===== config.mk =====
export PLATFORM = sky130hd
export DESIGN_NAME = sobel_stream_pipe
export DESIGN_NICKNAME = d
export VERILOG_FILES = /design/src/rtl/sobel_pkg.sv /design/src/rtl/sobel_line_buffer.sv /design/src/rtl/sobel_stream_pipe.sv
export SDC_FILE = /design/constraint.sdc
export NUM_CORES = 2
export LEC_CHECK = 0
export ABC_AREA = 1
export CORE_ASPECT_RATIO = 1.4
export CORE_MARGIN = 2
export CORE_UTILIZATION = 35
export DETAILED_ROUTE_END_ITERATION = 8
export HOLD_SLACK_MARGIN = 0.05
export PLACE_DENSITY = 0.51
export SYNTH_ARGS = -nofsm -noshare
export SYNTH_HDL_FRONTEND = slang
export SYNTH_SLANG_ARGS = --single-unit

===== constraint.sdc =====
create_clock -name clk -period 5.95 [get_ports clk]
set_input_delay 1.4875 -clock clk [delete_from_list [all_inputs] [get_ports clk]]
set_output_delay 1.4875 -clock clk [all_outputs]
set_load 0.02 [all_outputs]

===== src/rtl/sobel_pkg.sv =====
// Shared constants and width helpers for the streaming Sobel edge detector.
package sobel_pkg;

  localparam logic MAG_L1  = 1'b0;
  localparam logic MAG_MAX = 1'b1;

  // Signed gradient width: |gx| <= 4*(2^PIX_W-1) and the L1 sum both fit in PIX_W+4 bits.
  function automatic int unsigned grad_w(input int unsigned pix_w);
    return pix_w + 4;
  endfunction

  function automatic int unsigned cnt_w(input int unsigned n);
    return (n > 1) ? unsigned'($clog2(n)) : 1;
  endfunction

endpackage


===== src/rtl/sobel_line_buffer.sv =====
// One row of pixel history: read-before-write RAM, combinational read at addr_i.
module sobel_line_buffer
  import sobel_pkg::*;
#(
  parameter int unsigned DEPTH  = 128,
  parameter int unsigned DATA_W = 8,
  localparam int unsigned ADDR_W = cnt_w(DEPTH)
) (
  input  logic              clk,
  input  logic              en_i,
  input  logic [ADDR_W-1:0] addr_i,
  input  logic [DATA_W-1:0] wr_data_i,
  output logic [DATA_W-1:0] rd_data_c
);

  logic [DATA_W-1:0] mem_q [DEPTH];

  assign rd_data_c = mem_q[addr_i];

  always_ff @(posedge clk) begin
    if (en_i) mem_q[addr_i] <= wr_data_i;
  end

endmodule


===== src/rtl/sobel_stream_pipe.sv =====
// Streaming 3x3 Sobel edge detector with ready/valid flow control and row/frame markers.
module sobel_stream_pipe
  import sobel_pkg::*;
#(
  parameter int unsigned IMG_W = 128,
  parameter int unsigned IMG_H = 128,
  parameter int unsigned PIX_W = 8
) (
  input  logic             clk,
  input  logic             rst,
  input  logic             s_valid,
  output logic             s_ready,
  input  logic [PIX_W-1:0] s_data,
  output logic             m_valid,
  input  logic             m_ready,
  output logic [PIX_W-1:0] m_data,
  output logic             m_eol,
  output logic             m_last,
  input  logic             cfg_mag_max,
  input  logic             cfg_thresh_en,
  input  logic [PIX_W-1:0] cfg_threshold
);

  localparam int unsigned GRAD_W = grad_w(PIX_W);
  localparam int unsigned COL_W  = cnt_w(IMG_W);
  localparam int unsigned ROW_W  = cnt_w(IMG_H);
  localparam logic [PIX_W-1:0] PIX_MAX = '1;

  function automatic logic signed [GRAD_W-1:0] ext(input logic [PIX_W-1:0] p);
    return signed'(GRAD_W'(p));
  endfunction

  logic stall, adv, in_fire;
  logic [COL_W-1:0] col_q, col_d;
  logic [ROW_W-1:0] row_q, row_d;
  logic col_last, row_last, emit_c;

  logic             mag_max_sh_q, th_en_sh_q;
  logic [PIX_W-1:0] th_sh_q;

  logic [PIX_W-1:0] lb1_rd, lb2_rd;
  logic [2:0][2:0][PIX_W-1:0] win_q, win_d;
  logic signed [GRAD_W-1:0] gx_d, gy_d;

  logic                     s1_valid_q, s1_eol_q, s1_last_q, s1_mag_max_q, s1_th_en_q;
  logic signed [GRAD_W-1:0] s1_gx_q, s1_gy_q;
  logic [PIX_W-1:0]         s1_th_q;

  logic [GRAD_W-1:0] ax_c, ay_c, mag_d;
  logic              s2_valid_q, s2_eol_q, s2_last_q, s2_th_en_q;
  logic [GRAD_W-1:0] s2_mag_q;
  logic [PIX_W-1:0]  s2_th_q;

  logic [PIX_W-1:0] clamp_c, out_d;
  logic             m_valid_q, m_eol_q, m_last_q;
  logic [PIX_W-1:0] m_data_q;

  // Whole pipeline freezes only while a valid output is refused by the sink.
  assign stall   = m_valid_q && !m_ready;
  assign adv     = !stall;
  assign s_ready = adv;
  assign in_fire = s_valid && adv;

  assign col_last = (col_q == COL_W'(IMG_W - 1));
  assign row_last = (row_q == ROW_W'(IMG_H - 1));
  assign emit_c   = in_fire && (row_q >= ROW_W'(2)) && (col_q >= COL_W'(2));

  always_comb begin
    col_d = col_q;
    row_d = row_q;
    if (in_fire) begin
      if (col_last) begin
        col_d = '0;
        row_d = row_last ? '0 : row_q + ROW_W'(1);
      end else begin
        col_d = col_q + COL_W'(1);
      end
    end
  end

  always_ff @(posedge clk) begin
    if (rst) begin
      col_q        <= '0;
      row_q        <= '0;
      mag_max_sh_q <= 1'b0;
      th_en_sh_q   <= 1'b0;
      th_sh_q      <= '0;
    end else begin
      col_q <= col_d;
      row_q <= row_d;
      if (in_fire && (col_q == '0) && (row_q == '0)) begin
        mag_max_sh_q <= cfg_mag_max;
        th_en_sh_q   <= cfg_thresh_en;
        th_sh_q      <= cfg_threshold;
      end
    end
  end

  // Buffer 1 holds row r-1; its read data is row r-2's successor written into buffer 2.
  sobel_line_buffer #(.DEPTH(IMG_W), .DATA_W(PIX_W)) u_lb1 (
    .clk       (clk),
    .en_i      (in_fire),
    .addr_i    (col_q),
    .wr_data_i (s_data),
    .rd_data_c (lb1_rd)
  );

  sobel_line_buffer #(.DEPTH(IMG_W), .DATA_W(PIX_W)) u_lb2 (
    .clk       (clk),
    .en_i      (in_fire),
    .addr_i    (col_q),
    .wr_data_i (lb1_rd),
    .rd_data_c (lb2_rd)
  );

  // Window rows: 0 = oldest (top), 2 = current (bottom); column 2 is newest.
  always_comb begin
    win_d = win_q;
    if (in_fire) begin
      for (int r = 0; r < 3; r++) begin
        win_d[r][0] = win_q[r][1];
        win_d[r][1] = win_q[r][2];
      end
      win_d[0][2] = lb2_rd;
      win_d[1][2] = lb1_rd;
      win_d[2][2] = s_data;
    end
  end

  always_comb begin
    gx_d = (ext(win_d[0][2]) + (ext(win_d[1][2]) <<< 1) + ext(win_d[2][2]))
         - (ext(win_d[0][0]) + (ext(win_d[1][0]) <<< 1) + ext(win_d[2][0]));
    gy_d = (ext(win_d[0][0]) + (ext(win_d[0][1]) <<< 1) + ext(win_d[0][2]))
         - (ext(win_d[2][0]) + (ext(win_d[2][1]) <<< 1) + ext(win_d[2][2]));
  end

  // Stage 1: window and gradients; cfg travels with the data so frame wraps drain cleanly.
  always_ff @(posedge clk) begin
    if (rst) begin
      win_q        <= '0;
      s1_valid_q   <= 1'b0;
      s1_eol_q     <= 1'b0;
      s1_last_q    <= 1'b0;
      s1_gx_q      <= '0;
      s1_gy_q      <= '0;
      s1_mag_max_q <= 1'b0;
      s1_th_en_q   <= 1'b0;
      s1_th_q      <= '0;
    end else if (adv) begin
      win_q        <= win_d;
      s1_valid_q   <= emit_c;
      s1_eol_q     <= col_last;
      s1_last_q    <= col_last && row_last;
      s1_gx_q      <= gx_d;
      s1_gy_q      <= gy_d;
      s1_mag_max_q <= mag_max_sh_q;
      s1_th_en_q   <= th_en_sh_q;
      s1_th_q      <= th_sh_q;
    end
  end

  always_comb begin
    ax_c  = s1_gx_q[GRAD_W-1] ? GRAD_W'(-s1_gx_q) : GRAD_W'(s1_gx_q);
    ay_c  = s1_gy_q[GRAD_W-1] ? GRAD_W'(-s1_gy_q) : GRAD_W'(s1_gy_q);
    mag_d = (s1_mag_max_q == MAG_L1) ? (ax_c + ay_c) : ((ax_c > ay_c) ? ax_c : ay_c);
  end

  // Stage 2: magnitude.
  always_ff @(posedge clk) begin
    if (rst) begin
      s2_valid_q <= 1'b0;
      s2_eol_q   <= 1'b0;
      s2_last_q  <= 1'b0;
      s2_mag_q   <= '0;
      s2_th_en_q <= 1'b0;
      s2_th_q    <= '0;
    end else if (adv) begin
      s2_valid_q <= s1_valid_q;
      s2_eol_q   <= s1_eol_q;
      s2_last_q  <= s1_last_q;
      s2_mag_q   <= mag_d;
      s2_th_en_q <= s1_th_en_q;
      s2_th_q    <= s1_th_q;
    end
  end

  always_comb begin
    clamp_c = (s2_mag_q > GRAD_W'(PIX_MAX)) ? PIX_MAX : s2_mag_q[PIX_W-1:0];
    out_d   = clamp_c;
    if (s2_th_en_q) out_d = (clamp_c >= s2_th_q) ? PIX_MAX : '0;
  end

  // Stage 3: clamp/threshold into the output register.
  always_ff @(posedge clk) begin
    if (rst) begin
      m_valid_q <= 1'b0;
      m_eol_q   <= 1'b0;
      m_last_q  <= 1'b0;
      m_data_q  <= '0;
    end else if (adv) begin
      m_valid_q <= s2_valid_q;
      m_eol_q   <= s2_eol_q;
      m_last_q  <= s2_last_q;
      m_data_q  <= out_d;
    end
  end

  assign m_valid = m_valid_q;
  assign m_data  = m_data_q;
  assign m_eol   = m_eol_q;
  assign m_last  = m_last_q;

endmodule

# Word level (Yosys, flattened, before mapping)
# Memory sizes are Yosys's and may differ from the RTL's. A register that Yosys moved wholly into a read port is not among the register bits.
# Index checks and enable logic that the tools add are counted.
# totals
regBits,168
word_cells,86
mem_count,2
ramBits,2048
# mem_list
name,depth,word_bits,read_ports,rd_ports_with_merged_regs,wr,line,text
u_lb1.mem_q,128,8,1,1,1,sobel_line_buffer.sv:16,logic [DATA_W-1:0] mem_q [DEPTH];
u_lb2.mem_q,128,8,1,1,1,sobel_line_buffer.sv:16,
# classes
muxes,16
n_addsub,15
n_eq_ne,2
n_lt_le_gt_ge,5
reduce_logical,13
bitwise,1
# op_table
cell,n
2-to-1 mux 72 bit,1
2-to-1 mux 12 bit,4
adder 10 x 8 -> 11 bit,4
2-to-1 mux 7 bit,6
adder 8 x 9 -> 10 bit,4
2-to-1 mux 8 bit,3
negator 12 bit,2
subtractor 11 x 11 -> 12 bit,2
"adder 7 x 1 -> 7 bit, second input constant",2
"== test 7 bit, second input constant",2
">= comparator 7 x 2 -> 1 bit, second input constant",2
logical NOT 7 bit,2
adder 12 bit,1
greater-than comparator 12 bit,1
"greater-than comparator 12 x 8 -> 1 bit, second input constant",1
>= comparator 8 bit,1
logical AND 1 bit,7
AND reduction 2 bit,2
logical NOT 1 bit,2
2-to-1 mux 1 bit,2
NOT 1 bit,1

# Longest topological paths before layout
# logic_depth
ltp_word,8
depth_mapped,32
mapped_depth_nobuf,28

# Modules after synthesis
# A second synthesis with hierarchy kept.
# unflattened
hier_cells,10205
area_unflattened_um2,98325.6
# modules_own_cells
module,seq_area_each_um2,area_each_um2,n_inst,cells_per_inst
sobel_line_buffer,30749.5,43815.8,2,4394
sobel_stream_pipe,3363.2,10694.0,1,1417

# Worst setup path after synthesis
# Ideal clock, no wire load.
# synth_path
path_type,input-to-reg
startpoint,input port m_ready
endpoint,register s1_gx_q[9]
setup_ns,0.056
slack_ns,0.205
t_arrival_ns,5.690
stages,25
path_cell_list,nor2_2 > inv_1 > nand2_2 > inv_2 > clkbuf_1 > or2_2 > o21ai_0 > inv_1 > fa_1 > inv_1 > fa_1 > fa_1 > ha_1 > inv_1 > fa_1 > nor2_1 > a21oi_1 > o21ai_0 > nand2_1 > nand2_1 > a21oi_1 > or2_2 > nand3_1 > nand2_1 > inv_1
# synth_lines
item,line,text
from (decl),sobel_stream_pipe.sv:15,"input logic m_ready,"
to (signal assigned),sobel_stream_pipe.sv:154,s1_gx_q <= gx_d;
to (decl),sobel_stream_pipe.sv:46,"logic signed [GRAD_W-1:0] s1_gx_q, s1_gy_q;"

==> results <==
- The post-detailed-route DRC marker count is 0.
- The number of cells produced by synthesis is 8134.
- The total design power is 0.0386 W.
- The highest clock frequency the design can meet is 174 MHz.
- STA classifies the critical path endpoint as a register.
- The sequential element share of the synthesized area is 0.700.
- Along the worst path, the maximum fanout reaches 16.
- The first global-routing pass estimated 419000 µm of wire.
- At the worst endpoint, the required time is 6.70 ns.
- The flow ran to the end, and the final reports show no timing, DRC or antenna violations.
- For this run, the leading register cell type out of synthesis is sky130_fd_sc_hd__edfxtp_1.
- The signal arrival time at the worst endpoint is 6.49 ns.
- The post-route clock period utilization is 0.964.
- The final HPWL from detailed placement is 179000 µm.
- Entering global routing, the biggest net connects 129 pins.
- The number of global-route vias before repair is 61300.
- The initial detailed-routing violation count is 5925.
- In this run the critical register-to-register path is captured at s1_gy_q[9]$_SDFFE_PP0N_.
- TritonCTS built the clock tree.
- The later pin in the worst-skew pair is clocked with a latency of 0.90 ns.
- The routed design has 292000 µm of wire.
- The sum of overflow across all layers after global routing is 0.
- The count of final max-slew check failures came to 0.
- The floorplan step defined a die boundary enclosing 270000 µm².
- The number of non-filler instances in the completed layout is 12100.
- The initial antenna violation count came to 3.
- In this run, synthesis produced a sequential element count of 2223.
- The worst hold-check path type is register to register.
- The total clock sinks is 2223.
- The total clock buffers created by CTS is 214.
- For this design, the slowest cell found on the critical path is sky130_fd_sc_hd__dfxtp_4.
- STA classifies the critical path startpoint as a register.
- For this run, the detailed router's first-pass iteration total came to 6.
- Routability-driven placement finished with a final weighted congestion of 0.937.
- The minimum clock period is 5.73 ns.
- Setup violations remaining at the end of the flow were counted as 0.
- Among the stages of the critical path, the cell type that occurs most often is sky130_fd_sc_hd__nand3_1.
- The maximum cell stage delay along the critical path is 0.53 ns.
- After detailed placement, the design holds a cell count of 11700.
- The utilization after layout is 0.410.
- The worst register-to-register path has a setup slack of 0.22 ns.
- The residual antenna-violating net count after detailed routing is 0.
- After the last flow step, the layout net total stands at 8639.
- The leakage dissipation is 39.5 nW.
- Summing over every cut layer, the via total after detailed routing is 63200.
- Counting flops with an async set or reset pin after synthesis yields a share of 0.
- The count of warnings emitted by yosys is 0.
- After clock tree synthesis, the clock-pin slew on the worst setup and hold paths is 0.06 ns.
- Counting flops with a built-in enable in the synthesized netlist gives 2048.
- Measured along the y axis, the die boundary spans 614 µm.
- The area overhead of the layout relative to synthesis is 16.6%.
- The post-synth net total is 8282.
- The count of H-tree levels built during CTS is 4.
- VDD sags by at most 0.231 mV.
- The share of synthesized area in the top cell type comes to 0.662.
- The max-capacitance violation count is 0.
- Each instance of the synthesized netlist takes up on average 11.4 µm².
- The normalized max-slew margin is 0.185.
- The cell with the most instances after synthesis is sky130_fd_sc_hd__nand2_1.
- The count of buffers from port buffering is 33.
- sky130_fd_sc_hd__edfxtp_1 takes more of the synthesized area than any other cell.
- The average wire length per cell after detail routing is 24.1 µm.
- The synthesized area is 92900 µm².
- The number of placement rows is 223.
- At the pin with the least slew margin, the transition time is 1.22 ns.
- The core region is 264000 µm².
- Using the TritonRoute via totals, the vias-per-cell ratio works out to 5.20.
- In this run the deepest clock path goes through 4 buffers.
- Power spread over the standard cell area amounts to 356 nW/µm².
- The initial core utilization is 0.352.
- Measured in cells, the most critical reg-to-reg path has a length of 28.
- The count of cell types in the netlist is 43.
- The commonest cells after synthesis are sky130_fd_sc_hd__nand2_1 (2245), sky130_fd_sc_hd__nand3_1 (2074), sky130_fd_sc_hd__edfxtp_1 (2048).
- The master cell of the clock root buffer is sky130_fd_sc_hd__clkbuf_16.
- The most critical setup path has its endpoint at s1_gy_q[9]$_SDFFE_PP0N_.
- The total track usage is 0.209.
- The kind of critical path is register to register.
- The fraction of final layout cells sized beyond drive strength 1 is 0.120.
- The I/O pin total is 34.
- By area the synthesized netlist is led by sky130_fd_sc_hd__edfxtp_1 (66%), sky130_fd_sc_hd__nand3_1 (11%), sky130_fd_sc_hd__nand2_1 (9.1%), sky130_fd_sc_hd__dfxtp_1 (3.8%), sky130_fd_sc_hd__buf_2 (1.4%).
- The final worst clock skew is 0.0567 ns.
- The die is 439 µm wide.
- The number of hold violations in the final report is 0.
==> per-stage QoR <==
stage               area [µm²]  hold slack (ns)  setup slack, ns  setup TNS, ns
global placement        101000            0.445           -0.333          -1.91
detailed placement      101000            0.445           -0.341          -2.22
finish                  108000            0.462            0.217              0
CTS                     108000            0.462          0.00230              0
global route            108000            0.483          -0.0137        -0.0197
floorplan                92900            0.430            0.205              0
==> final cells by class <==
type / count / area (µm²)
sequential: 2223 / 65000
inverter: 292 / 1150
timing repair buffer: 649 / 6450
fill: 25100 / 156000
antenna: 2 / 5.00
tap: 3487 / 4360
clock inverter: 119 / 1190
clock buffer: 262 / 5670
multi-input combinational: 5108 / 24400
timing repair inverter: 3 / 60.1
==> registers in the layout, summed over array words and instances (netlist names), 7 cells and up, named ones only <==
signal       count
win_q           72
u_lb1.mem_q   1024
s1_th_q          8
col_q            7
row_q            7
s1_gx_q         12
s2_mag_q        12
s1_gy_q         12
th_sh_q          8
u_lb2.mem_q   1024
s2_th_q          8
m_data           8
==> how the worst min path moves through the flow <==
stage | startpoint | to | cells after the start
after floorplan | win_q[41]$_SDFFE_PP0N_ | win_q[33]$_SDFFE_PP0P_ | 2
after global placement | s2_valid_q$_SDFFE_PP0N_ | s2_valid_q$_SDFFE_PP0N_ | 2
after detailed placement | th_sh_q[6]$_SDFFE_PP0P_ | s1_th_q[6]$_SDFFE_PP0N_ | 2
after CTS | s2_valid_q$_SDFFE_PP0N_ | s2_valid_q$_SDFFE_PP0N_ | 2
after global routing | s2_valid_q$_SDFFE_PP0N_ | s2_valid_q$_SDFFE_PP0N_ | 2
final | s1_valid_q$_SDFFE_PP0N_ | s1_valid_q$_SDFFE_PP0N_ | 2
==> worst max-delay path, delay by kind of cell, from the launching register on <==
kind,cells,cell delay [ns]
AOI/OAI and AO/OA,2,0.27
xor gates and xnor gates,1,0.15
adders and majority gates,4,1.64
buffers and inverters,10,1.22
DFF,1,0.53
and+or+nand+nor,11,1.72
==> cell families after synthesis <==
kind of cell / count (synthesis) / synth area share
AO/OA/AOI/OAI: 277 / 0.0159
XOR/XNOR: 29 / 0.00273
adder cells (fa/ha/maj): 126 / 0.0221
buffers and inverters: 803 / 0.0402
flip-flops: 2223 / 0.700
multiplexers: 7 / 0.000754
AND/OR/NAND/NOR: 4669 / 0.219
==> timing repair <==
item | in CTS | in global routing
hold buffers | 0 | 0
buffers inserted | 0 | 15
endpoints found under the setup margin | 1 | 10
pin swaps | 0 | 1
cloned | 0 | 14
gates resized for setup | 1 | 72
==> cells in the final DEF, fill, tap and decap left out, drive strengths merged, types with 2 or more instances in the layout <==
cell type	count
a21o	3
nand3b	2
a21oi	106
buf	614
o211ai	11
mux2i	7
xnor2	7
nor4	5
clkbuf	273
dfxtp	175
edfxtp	2048
bufinv	25
ha	63
nand3	2074
a211oi	10
nor2	272
clkinv	92
o21bai	4
nand4	14
or2	42
inv	294
nor3	13
nand2	2246
o21ai	136
clkdlybuf4s50	24
fa	63
clkinvlp	3
xor2	22
diode	2
==> per-layer routing <==
| metal | GRT usage | share of wire | vias to the layer above |
|---|---|---|---|
| met2 | 0.361 | 0.50 | 1933 |
| li1 | - | - | 29200 |
| met3 | 0.0235 | 0.050 | 475 |
| met5 | 0 | 0 | - |
| met4 | 0.0877 | 0.044 | 0 |
| met1 | 0.264 | 0.41 | 31500 |
==> power by group <==
part	leakage, nW	total, W	switching (W)	internal (W)
clock network	3.37	0.0137	0.00592	0.00781
registers	19.9	0.0177	0.000131	0.0176
logic	16.2	0.00712	0.00454	0.00258
total	39.5	0.0386	0.0106	0.0280
Note: power is estimated with default switching activity, not from simulation.
